`src/rtl/mnist_frame_loader.sv`:
```
// mnist_frame_loader: writer-side front end for the int4 MNIST engine.
// Streams 8-bit pixels into the engine's input RAM as quantized 4-bit
// values, starts the engine once a well-framed image is committed, and
// returns the predicted class over a valid/ready result port.
// Optional build macro: MNIST_LOADER_ROUND_EN selects round-to-nearest
// quantization; without it pixels are truncated.
module mnist_frame_loader #(
  parameter int NUM_PIXELS = 784,
  parameter int PIX_W      = 8,
  parameter int Q_W        = 4,
  parameter int ADDR_W     = 10
) (
  input  logic              clk,
  input  logic              reset_n,
  input  logic              s_valid,
  output logic              s_ready,
  input  logic [PIX_W-1:0]  s_data,
  input  logic              s_last,
  output logic              ram_wen,
  output logic [ADDR_W-1:0] ram_addr,
  output logic [Q_W-1:0]    ram_wdata,
  output logic              eng_start,
  input  logic              eng_done,
  input  logic [3:0]        eng_class,
  output logic              res_valid,
  input  logic              res_ready,
  output logic [3:0]        res_class,
  output logic              frame_err,
  output logic [15:0]       frames_done
);

  typedef enum logic [2:0] {
    S_LOAD,
    S_DRAIN,
    S_COMMIT,
    S_START,
    S_WAIT,
    S_RESULT
  } state_t;

  localparam logic [ADDR_W-1:0] LAST_IDX = ADDR_W'(NUM_PIXELS - 1);
  localparam int                SHIFT    = PIX_W - Q_W;

  // Map a full-range pixel onto the Q_W-bit RAM format, never exceeding all-ones.
  function automatic logic [Q_W-1:0] quantize(input logic [PIX_W-1:0] p);
`ifdef MNIST_LOADER_ROUND_EN
    logic [PIX_W:0] sum;
    logic [PIX_W:0] q_wide;
    sum    = {1'b0, p} + ((PIX_W+1)'(1) << (SHIFT - 1));
    q_wide = sum >> SHIFT;
    if (q_wide > (PIX_W+1)'((1 << Q_W) - 1)) begin
      return {Q_W{1'b1}};
    end
    return q_wide[Q_W-1:0];
`else
    return Q_W'(p >> SHIFT);
`endif
  endfunction

  state_t            state;
  state_t            state_nx;
  logic              running;
  logic              eng_done_p1;
  logic [ADDR_W-1:0] idx;
  logic              accept;
  logic              at_last;
  logic              done_rise;

  // running holds s_ready low until the first clock after reset release
  assign s_ready   = running & ((state == S_LOAD) | (state == S_DRAIN));
  assign accept    = s_valid & s_ready;
  assign at_last   = (idx == LAST_IDX);
  // a done level left high from an earlier run never looks like a new rise
  assign done_rise = eng_done & ~eng_done_p1;
  assign eng_start = (state == S_START);
  assign res_valid = (state == S_RESULT);

  // State register, run flag and registered copy of eng_done
  always_ff @(posedge clk or negedge reset_n) begin
    if (!reset_n) begin
      state       <= S_LOAD;
      running     <= 1'b0;
      eng_done_p1 <= 1'b0;
    end else begin
      state       <= state_nx;
      running     <= 1'b1;
      eng_done_p1 <= eng_done;
    end
  end

  // Next-state logic: framing decisions on accepted beats, engine handshake
  always_comb begin
    state_nx = state;
    case (state)
      S_LOAD: begin
        if (accept) begin
          if (at_last) begin
            state_nx = s_last ? S_COMMIT : S_DRAIN;
          end
        end
      end
      S_DRAIN: begin
        if (accept && s_last) begin
          state_nx = S_LOAD;
        end
      end
      S_COMMIT: state_nx = S_START;
      S_START:  state_nx = S_WAIT;
      S_WAIT: begin
        if (done_rise) begin
          state_nx = S_RESULT;
        end
      end
      S_RESULT: begin
        if (res_ready) begin
          state_nx = S_LOAD;
        end
      end
      default: state_nx = S_LOAD;
    endcase
  end

  // Beat write-out, pixel index, framing error pulse and result capture
  always_ff @(posedge clk or negedge reset_n) begin
    if (!reset_n) begin
      idx         <= '0;
      ram_wen     <= 1'b0;
      ram_addr    <= '0;
      ram_wdata   <= '0;
      frame_err   <= 1'b0;
      res_class   <= '0;
      frames_done <= '0;
    end else begin
      ram_wen   <= 1'b0;
      frame_err <= 1'b0;
      if (state == S_LOAD && accept) begin
        if (s_last && !at_last) begin
          // short frame: the closing beat is not written, image is abandoned
          frame_err <= 1'b1;
          idx       <= '0;
        end else begin
          ram_wen   <= 1'b1;
          ram_addr  <= idx;
          ram_wdata <= quantize(s_data);
          if (at_last) begin
            // full image written; a missing s_last means the frame runs long
            idx       <= '0;
            frame_err <= ~s_last;
          end else begin
            idx <= idx + 1'b1;
          end
        end
      end
      if (state == S_WAIT && done_rise) begin
        res_class   <= eng_class;
        frames_done <= frames_done + 16'd1;
      end
    end
  end

endmodule

```
`config.mk`:
```
export PLATFORM = sky130hd
export DESIGN_NAME = mnist_frame_loader
export DESIGN_NICKNAME = d
export VERILOG_FILES = /design/src/rtl/mnist_frame_loader.sv
export SDC_FILE = /design/constraint.sdc
export NUM_CORES = 1
export LEC_CHECK = 0
export CAP_MARGIN = 25
export CORE_AREA = 10 10 78 80
export CTS_BUF_LIST = sky130_fd_sc_hd__clkbuf_4
export DETAILED_ROUTE_END_ITERATION = 12
export DIE_AREA = 0 0 88 90
export PLACE_DENSITY_LB_ADDON = 0.2
export SLEW_MARGIN = 20
export SYNTH_ARGS = -nofsm -noshare
export SYNTH_HDL_FRONTEND = slang
export SYNTH_SLANG_ARGS = --single-unit
```
`constraint.sdc`:
```
create_clock -name clk -period 3.6 [get_ports clk]
set_clock_uncertainty 0.2 [all_clocks]
set_input_delay 0.72 -clock clk [delete_from_list [all_inputs] [get_ports clk]]
set_output_delay 0.72 -clock clk [all_outputs]
set_load 0.02 [all_outputs]
```
==> results of run 1 <==
## Yosys cell counts (4+ instances only)
cell type	instances
xnor2_1	12
nand3_1	10
o21ai_0	9
nand2_1	18
dfrtp_1	51
mux2_2	19
nand4_1	7
nor4_1	5
clkbuf_1	4
nor2_1	8
xor2_1	5
## stage by stage
stage | cells | total power [uW] | hold WS [ns] | setup WS (ns) | util
2_1_floorplan | 193 | 1030 | 0.224 | 0.469 | -
3_3_place_gp | 295 | 1260 | 0.267 | 0.560 | 0.620
3_5_place_dp | 295 | 1270 | 0.282 | 0.561 | 0.620
4_1_cts | 303 | 1680 | 0.195 | 0.586 | 0.643
5_1_grt | 303 | 1750 | 0.219 | 0.354 | 0.643
6_report | 303 | 1650 | 0.183 | 0.602 | 0.643
## power breakdown
group	internal, uW	total, uW	switching, uW
combinational	253	479	226
sequential	669	771	102
clock	216	401	185
total	1140	1650	514
## worst max-delay path, delay by kind of cell (launching register included)
kind                     cells  cell delay [ns]
adder cells (fa/ha/maj)      2             0.49
buffers and inverters        1             0.19
flip-flops                   1             0.48
multiplexers                 1             0.34
AND/OR/NAND/NOR              4             1.20
## layout make-up
class,count,share of cell area
multi-input combinational,131,0.317
timing repair buffer,56,0.189
sequential,51,0.432
clock buffer,5,0.0127
tap,54,0.0229
clock inverter,3,0.0229
inverter,3,0.00381
## kinds of logic (layout without fill, tap and decap cells)
kind of cell | after synthesis | in the layout | share of synthesized area
compound gates | 22 | 22 | 0.0622
xor+xnor | 17 | 17 | 0.0655
fa+ha+maj | 3 | 3 | 0.0165
buf+inv | 11 | 67 | 0.0259
flops | 51 | 51 | 0.562
mux | 20 | 20 | 0.0986
other cells | 1 | 1 | 0.00165
simple gates | 68 | 68 | 0.168
## per-layer routing
metal / share of wire / track usage
met3: 0.067 / 0.0514
met1: 0.42 / 0.157
met5: 0 / 0
met4: 0.012 / 0.0399
met2: 0.50 / 0.203
## how the worst max path moves through the flow
stage / startpoint / end / slack (ns) / cells after the start
after floorplan: idx[0]$_DFFE_PN0P_ / ram_wdata[0]$_DFFE_PN0P_ / 0.47 / 9
after global routing: idx[0]$_DFFE_PN0P_ / idx[9]$_DFFE_PN0P_ / 0.35 / 9
after detailed placement: s_last / ram_wdata[2]$_DFFE_PN0P_ / 0.56 / 6
after global placement: s_last / ram_addr[7]$_DFFE_PN0P_ / 0.56 / 6
final: idx[0]$_DFFE_PN0P_ / ram_addr[5]$_DFFE_PN0P_ / 0.60 / 8
after CTS: idx[0]$_DFFE_PN0P_ / ram_addr[5]$_DFFE_PN0P_ / 0.59 / 8
## flip-flops by register name, summed over array words and instances (netlist names)
signal and flops:
eng_done_p1 1, running 1, ram_wen 1, frames_done 16
frame_err 1, res_class 4, ram_wdata 4, state 3
ram_addr 10, idx 10
==> impl_metrics.csv, run 1 <==
group,metric,value,unit
finish,nNetsFinal,269,
synth,async_reset_ff_frac,1.00,
placed_design,port_buffers,52,
critical_path,r2r-start,"idx[0]$_DFFE_PN0P_",
sta,layout_min_cycle_time,3.00,ns
route,drt_wl_total,4830,microns
placed_design,placed_area,2850,sq um
floorplanning,die-area,7920,sq um
critical_path,cp_cell_sequence,"ha_1 -> and3_1 -> nand4_1 -> ha_1 -> or4_1 -> nor2_2 -> buf_12 -> mux2_2",
synth,synthCells,193,
route,firstDrtPassIters,4,
sta,fmax,334,MHz
floorplanning,core_area,4600,sq um
synth,netlist.area_leader.share,0.562,
sta,hold_violations,0,
clock_network,root_buffer,"clkbuf_4",
sta,setup_viol,0,
synth,ys_warn_count,0,
critical_path,required,3.67,ns
clock_network,cts_tree,"built",
clock_network,cts_resized,0,
finish,drive_gt1_frac,0.145,
sta,max-slew-margin-rel,0.503,
synth,yosys-top-cells-area,"dfrtp_1 56%, mux2_2 9.4%, xnor2_1 4.6%, nand2_1 3.0%, nand3_1 2.2%",
global_route,grt_pass1_vias,1684,
clock_network,cts_made_buffers,5,
finish,multi_input_area,937,sq um
clock_network,clockBufferDepth,2,
finish,diodes,0,
global_route,overflow,0,
critical_path,critical_path_arrival,3.07,ns
floorplanning,rows,25,
route,ant_nets,0,
critical_path,end_kind,"flip-flop",
global_route,grt_use_total,0.129,
critical_path,cp_max_fo,24,
power_and_ir_drop,p_leak,0.00126,uW
critical_path,worstSetupPathType,"flip-flop to flip-flop",
flow_run,drv_cap,0,
floorplanning,start_util,0.494,
synth,seq_area_frac_synth,0.562,
route,drt_drc_violations_left,0,
critical_path,crit_path_frequent_cell,"ha_1",
clock_network,postCtsSetupRepairBufs,0,
clock_network,hold_buffers,0,
clock_network,cts.reportedPaths.clkPinSlew,0.15,ns
clock_network,clk_latency,0.38,ns
placed_design,hpwl,3510,microns
synth,ys_ff_latch,51,
synth,synth_edf_count,0,
global_route,grt_antenna_before_repair,0,
finish,design_area,2960,sq um
clock_network,htree_levels,2,
route,vias,1668,
route,wl_per_cell,15.9,microns
sta,maxSlewViolCount,0,
placed_design,gp_congestion,0.774,
sta,fin_setup_tns,0,ns
route,drt_iter0_markers,124,
critical_path,crit_path_max_incr_delay,0.57,ns
finish,syn_to_final_growth,30.1,%
synth,syn_nets,214,
critical_path,startpoint_type,"flip-flop",
synth,yosysTopAreaCell,"dfrtp_1",
critical_path,reg2reg_slack,0.60,ns
critical_path,cp_slowest_cell,"or4_1",
finish,ff_latch_area,1280,sq um
power_and_ir_drop,powerDensity,559,nW/um^2
finish,filler_cell_count,391,
sta,rsz0062_at_grt,"no",
route,via_per_inst,5.50,
hold_path,min_path_type,"input pin to asynchronous set/reset pin",
synth,yosysUniqueCellTypes,40,
floorplanning,ios,57,
critical_path,r2r_end,"ram_addr[5]$_DFFE_PN0P_",
critical_path,r2r_cells,8,
power_and_ir_drop,vdd_drop_max,0.399,mV
floorplanning,die_h,90,microns
global_route,grt_max_degree,35,
sta,worst_slew_pin_slew,0.745,ns
run_status,status,"finished, final reports clean",
synth,synth-main-ff-cell,"dfrtp_1",
synth,netlist_area,2270,sq um
clock_network,clock_sinks,51,
sta,fin_crit_sh,0.833,
global_route,grt_pass1_wl,8390,microns
finish,layout_common_cells,"51 x dfrtp_1, 51 x clkdlybuf4s50_1, 19 x mux2_2",
synth,syn_area_per_cell,11.8,sq um
floorplanning,die_w,88,microns
Note: power is estimated with default switching activity, not from simulation.
==> run 2, diff against run 1 <==
CORE_AREA = 10 10 82 84   (was 10 10 78 80)
DIE_AREA = 0 0 92 94   (was 0 0 88 90)
clock period = 2.56 ns   (was 3.6 ns; I/O delays follow)
==> run 2 against run 1 <==
Effect of this change:
- design area rose by 10%
- via count up 4.7%
- sequential share of layout area down 4.0 points
- largest power group unchanged
- core utilization is 0.052 points higher
- global-route usage is 0.69 points lower
- critical path depth fell by 1
- flip-flop and latch count is the same
- critical path type unchanged
==> impl_metrics.csv, run 2 (same netlist as run 1, synthesis figures left out) <==
group,metric,value,unit
global_route,overflow,0,
finish,filler_cell_count,426,
placed_design,port_buffers,52,
clock_network,clock_sinks,51,
global_route,grt_pass1_wl,8680,microns
sta,maxSlewViolCount,0,
clock_network,clk_latency,0.37,ns
finish,reg.largest.list,"frames_done: 16 flops, idx: 10 flops, ram_addr: 10 flops",
power_and_ir_drop,powerDensity,721,nW/um^2
critical_path,critical_path_arrival,2.64,ns
clock_network,cts.reportedPaths.clkPinSlew,0.15,ns
finish,drive_gt1_frac,0.251,
critical_path,end_kind,"flip-flop",
hold_path,min-delay-start,"frames_done[15]$_DFFE_PN0P_",
finish,diodes,0,
placed_design,placed_area,3110,sq um
sta,fmax,391,MHz
finish,nNetsFinal,296,
critical_path,startpoint_type,"flip-flop",
critical_path,r2r-start,"idx[6]$_DFFE_PN0P_",
global_route,grt_antenna_before_repair,0,
floorplanning,ios,57,
hold_path,min_path_type,"flip-flop to flip-flop",
critical_path,worstSetupPathType,"flip-flop to flip-flop",
clock_network,cts_made_buffers,5,
finish,largest_reg_flops,16,
finish,layout_common_cells,"50 x dfrtp_1, 50 x clkdlybuf4s50_1, 25 x buf_4",
finish,design_area,3260,sq um
finish,syn_to_final_growth,43.7,%
power_and_ir_drop,vdd_drop_max,0.703,mV
floorplanning,die-area,8650,sq um
route,firstDrtPassIters,6,
finish,final_cells,345,
power_and_ir_drop,pwr-share-comb,0.355,
sta,layout_min_cycle_time,2.56,ns
clock_network,cts_tree,"built",
clock_network,clockBufferDepth,2,
critical_path,cp_slowest_cell,"or4_4",
route,ant_nets,0,
floorplanning,start_util,0.448,
critical_path,crit_path_max_incr_delay,0.44,ns
run_status,status,"finished, final reports clean",
floorplanning,core_area,5070,sq um
global_route,grt_use_total,0.122,
clock_network,htree_levels,2,
power_and_ir_drop,power_frac_clock,0.194,
finish,multi_input_area,1010,sq um
critical_path,cp-startpoint,"idx[6]$_DFFE_PN0P_",
sta,setup_viol,0,
placed_design,gp_congestion,0.785,
placed_design,hpwl,3750,microns
clock_network,root_buffer,"clkbuf_4",
placed_design,placed_cells,333,
power_and_ir_drop,power,2350,uW
route,drt_wl_total,5200,microns
route,wl_per_cell,15.1,microns
flow_run,drv_cap,0,
finish,top_register,"frames_done",
global_route,grt_pass1_vias,1813,
power_and_ir_drop,switching_share,0.320,
power_and_ir_drop,p_int,1600,uW
global_route,grt_max_degree,52,
floorplanning,die_w,92,microns
route,drt_drc_violations_left,0,
critical_path,cp_cell_sequence,"nor4_2 -> nand4_1 -> ha_2 -> or4_4 -> nor2_4 -> buf_12 -> mux2_4",
sta,whs,0.283,ns
critical_path,required,2.64,ns
floorplanning,rows,26,
hold_path,hold_path_depth,1,
sta,fin_crit_sh,0.999,
sta,hold_violations,0,
route,via_per_inst,5.06,
critical_path,r2r_cells,7,
power_and_ir_drop,p_seq_frac,0.451,
finish,ff_latch_area,1280,sq um
power_and_ir_drop,power.switching,753,uW
critical_path,cp_max_fo,12,
sta,rsz0062_at_grt,"yes",
floorplanning,die_h,94,microns
route,drt_iter0_markers,82,
power_and_ir_drop,p_leak,0.00144,uW
route,vias,1747,
==> run 2: cell count changes in the layout (fill, tap and decap cells not counted), sizes merged <==
cell           before  now
buf                 5   31
bufinv              2    1
clkdlybuf4s50      51   50
dlygate4sd3         0    1
dlymetal6s2s        0    1
==> run 2: routing by layer <==
layer | up-vias | track usage | wire length [microns]
met5 | - | 0 | 0
met4 | 0 | 0.0424 | 64
met3 | 6 | 0.0520 | 393
met2 | 48 | 0.191 | 2370
met1 | 829 | 0.148 | 2370
li1 | 864 | - | -
==> run 2: final timing paths <==
kind | endpoint | slack (ns)
max | ram_addr[0]$_DFFE_PN0P_ | 0.003
min | frames_done[15]$_DFFE_PN0P_ | 0.28
max reg2reg | ram_addr[0]$_DFFE_PN0P_ | 0.003
min reg2reg | frames_done[15]$_DFFE_PN0P_ | 0.28
max in group asynchronous | state[1]$_DFFE_PN0P_ | 1.48
min in group asynchronous | idx[8]$_DFFE_PN0P_ | 0.44
==> run 2: area by class of cell <==
class                      count  share of cell area
clock inverter                 2              0.0115
multi-input combinational    131               0.310
tap                           70              0.0268
clock buffer                   5              0.0115
inverter                       3             0.00345
sequential                    51               0.391
timing repair buffer          83               0.246
==> run 2: power groups by stage <==
stage | sequential, uW | combinational [uW] | clock, uW
floorplan | 1200 | 303 | 0
global placement | 1070 | 821 | 0
detailed placement | 1080 | 829 | 0
CTS | 1060 | 842 | 473
global route | 1080 | 906 | 508
finish | 1060 | 836 | 457
==> run 2: metrics by stage <==
stage,TNS (ns),setup slack [ns],util
after CTS,0,0.000496,0.634
after global placement,-1.39,-0.0943,0.613
final,0,0.00297,0.643
after floorplan,-6.86,-0.341,-
after global routing,-1.69,-0.0918,0.643
after detailed placement,-2.20,-0.135,0.613
==> run 2: critical path, delay by kind of cell (launching register included) <==
kind | cells | cell delay, ns
AND/OR/NAND/NOR | 4 | 1.14
flip-flops | 1 | 0.42
multiplexers | 1 | 0.30
adder cells (fa/ha/maj) | 1 | 0.23
buffers and inverters | 1 | 0.17
==> run 2: what timing repair did <==
action	in CTS	in global routing
setup endpoints to repair	21	25
buffers inserted	2	2
resized for setup	4	12
hold buffers	1	0
hold endpoints to repair	51	0
pin swaps	5	4
==> run 3, diff against run 2 <==
ABC_CLOCK_PERIOD_IN_PS = 2560   (was not set)
RECOVER_POWER = 50   (was not set)
==> run 3 against run 2 <==
Effect of this change:
- the run now ends with negative setup slack left
- sequential power barely moved
- clock power barely moved
- critical path depth rose by 2
- wire length fell by 0.48%
- setup slack got worse by 0.017 ns
- count of clock-buffer cells in the layout did not move
- combinational power fell by 0.8%
- non-clock buffer count did not move
- fmax fell by 0.66%
- design area fell by 0.57%
- power fell by 0.27%
- core utilization fell by 0.37 points
- critical path type unchanged
- critical endpoint is now idx[6]$_DFFE_PN0P_
==> impl_metrics.csv, run 3 (same netlist as run 1, synthesis figures left out) <==
group,metric,value,unit
route,drt_wl_total,5170,microns
run_status,violations,"negative setup slack",
critical_path,cp_cell_sequence,"nor4_2 -> nand4_1 -> ha_2 -> or4_4 -> nor2_4 -> buf_12 -> buf_8 -> a41oi_2 -> a31oi_1",
finish,layout_commonest_cell,"dfrtp_1",
global_route,overflow,0,
finish,syn_to_final_growth,42.8,%
critical_path,r2r_end,"idx[6]$_DFFE_PN0P_",
finish,layout_common_cells,"50 x dfrtp_1, 48 x clkdlybuf4s50_1, 24 x buf_4",
global_route,grt_max_degree,52,
clock_network,cts_made_buffers,5,
route,wl_per_cell,15.0,microns
global_route,grt_pass1_vias,1813,
sta,rsz0062_at_grt,"yes",
critical_path,path_delay_family,"simple AND/OR/NAND/NOR gates",
flow_run,drv_cap,0,
route,via_per_inst,5.06,
clock_network,cts.reportedPaths.clkPinSlew,0.15,ns
critical_path,end_kind,"flip-flop",
critical_path,worstSetupPathType,"flip-flop to flip-flop",
run_status,status,"finished, violations left",
finish,drive_gt1_frac,0.247,
sta,max-slew-margin-rel,0.174,
placed_design,port_buffers,52,
finish,largest_reg_flops,16,
clock_network,htree_levels,2,
placed_design,hpwl,3750,microns
finish,top_register,"frames_done",
floorplanning,die_w,92,microns
critical_path,cp_max_fo,7,
global_route,grt_use_total,0.122,
sta,setup_viol,6,
global_route,grt_antenna_before_repair,0,
sta,fmax,389,MHz
power_and_ir_drop,vdd_drop_max,0.702,mV
power_and_ir_drop,powerDensity,723,nW/um^2
critical_path,cp_slowest_cell,"or4_4",
finish,reg.largest.list,"frames_done: 16 flops, idx: 10 flops, ram_addr: 10 flops",
critical_path,path_depth,9,
power_and_ir_drop,p_leak,0.00143,uW
placed_design,placed_area,3110,sq um
sta,setup_ws,-0.0139,ns
clock_network,clk_latency,0.37,ns
floorplanning,die-area,8650,sq um
clock_network,root_buffer,"clkbuf_4",
sta,worst_slew_pin_slew,1.24,ns
critical_path,crit_buf_inv,2,
route,vias,1745,
sta,layout_min_cycle_time,2.57,ns
floorplanning,core_area,5070,sq um
route,drt_iter0_markers,84,
critical_path,reg2reg_slack,-0.01,ns
global_route,grt_pass1_wl,8680,microns
placed_design,gp_congestion,0.785,
critical_path,r2r-start,"idx[6]$_DFFE_PN0P_",
finish,nNetsFinal,296,
clock_network,clockBufferDepth,2,
sta,hold_violations,0,
critical_path,r2r_cells,9,
placed_design,pre_cts_ws,-0.135,ns
critical_path,cp-startpoint,"idx[6]$_DFFE_PN0P_",
finish,diodes,0,
critical_path,crit_path_max_incr_delay,0.44,ns
hold_path,hold_path_depth,1,
hold_path,min-delay-start,"frames_done[15]$_DFFE_PN0P_",
critical_path,critical_path_arrival,2.68,ns
route,ant_nets,0,
floorplanning,start_util,0.448,
clock_network,cts_tree,"built",
finish,filler_cell_count,430,
route,firstDrtPassIters,5,
sta,fin_crit_sh,1.01,
critical_path,startpoint_type,"flip-flop",
floorplanning,die_h,94,microns
clock_network,clock_sinks,51,
sta,maxSlewViolCount,0,
critical_path,required,2.66,ns
floorplanning,rows,26,
finish,design_area,3250,sq um
floorplanning,ios,57,
hold_path,min_path_type,"flip-flop to flip-flop",
route,drt_drc_violations_left,0,
hold_path,worstHoldEndpoint,"frames_done[15]$_DFFE_PN0P_",
-- run 3: cell count changes in the layout (fill, tap and decap cells not counted), sizes merged --
cell and delta:
clkbuf +2, dlygate4sd3 +2, clkdlybuf4s50 -2, buf -2
-- run 3: metal layers --
metal	vias up	global-route usage	wire length, microns
met3	4	0.0520	424
met5	-	0	0
met4	0	0.0424	42
li1	864	-	-
met1	831	0.148	2310
met2	46	0.191	2400
-- run 3: power by group --
group	total [uW]	switching, uW	internal [uW]
sequential	1060	119	942
combinational	829	378	451
clock	456	256	200
total	2350	753	1590
-- run 3: worst max path at each step --
| stage | to | slack (ns) |
|---|---|---|
| 2_1_floorplan | ram_addr[0]$_DFFE_PN0P_ | -0.34 |
| 3_3_place_gp | ram_addr[7]$_DFFE_PN0P_ | -0.09 |
| 3_5_place_dp | ram_addr[0]$_DFFE_PN0P_ | -0.13 |
| 4_1_cts | idx[4]$_DFFE_PN0P_ | 0.0005 |
| 5_1_grt | ram_wdata[1]$_DFFE_PN0P_ | -0.09 |
| 6_report | idx[6]$_DFFE_PN0P_ | -0.01 |
-- run 3: final cells by class --
type / count / area, sq um / share of cell area
repair buffers: 83 / 783 / 0.241
flip-flops and latches: 51 / 1280 / 0.394
well taps: 70 / 87.6 / 0.0270
inverters: 3 / 11.3 / 0.00347
multi-input cells: 131 / 1010 / 0.311
clock inverters: 2 / 37.5 / 0.0116
clock buffers: 5 / 37.5 / 0.0116
-- run 3: what timing repair did --
item                                    CTS  global route
hold buffers                              1             0
hold endpoints to repair                 51             0
resized for setup                         4            12
buffers inserted                          2             2
endpoints found under the setup margin   21            25
pin swaps                                 5             4
-- run 3: per-stage QoR --
stage / total power (uW) / hold WS [ns] / cells / utilization / setup TNS, ns
global placement: 1890 / 0.264 / 333 / 0.613 / -1.39
detailed placement: 1910 / 0.270 / 333 / 0.613 / -2.20
finish: 2350 / 0.281 / 345 / 0.640 / -0.0204
floorplan: 1500 / 0.0164 / 193 / - / -6.86
global route: 2490 / 0.321 / 345 / 0.640 / -1.69
CTS: 2380 / 0.289 / 343 / 0.634 / 0
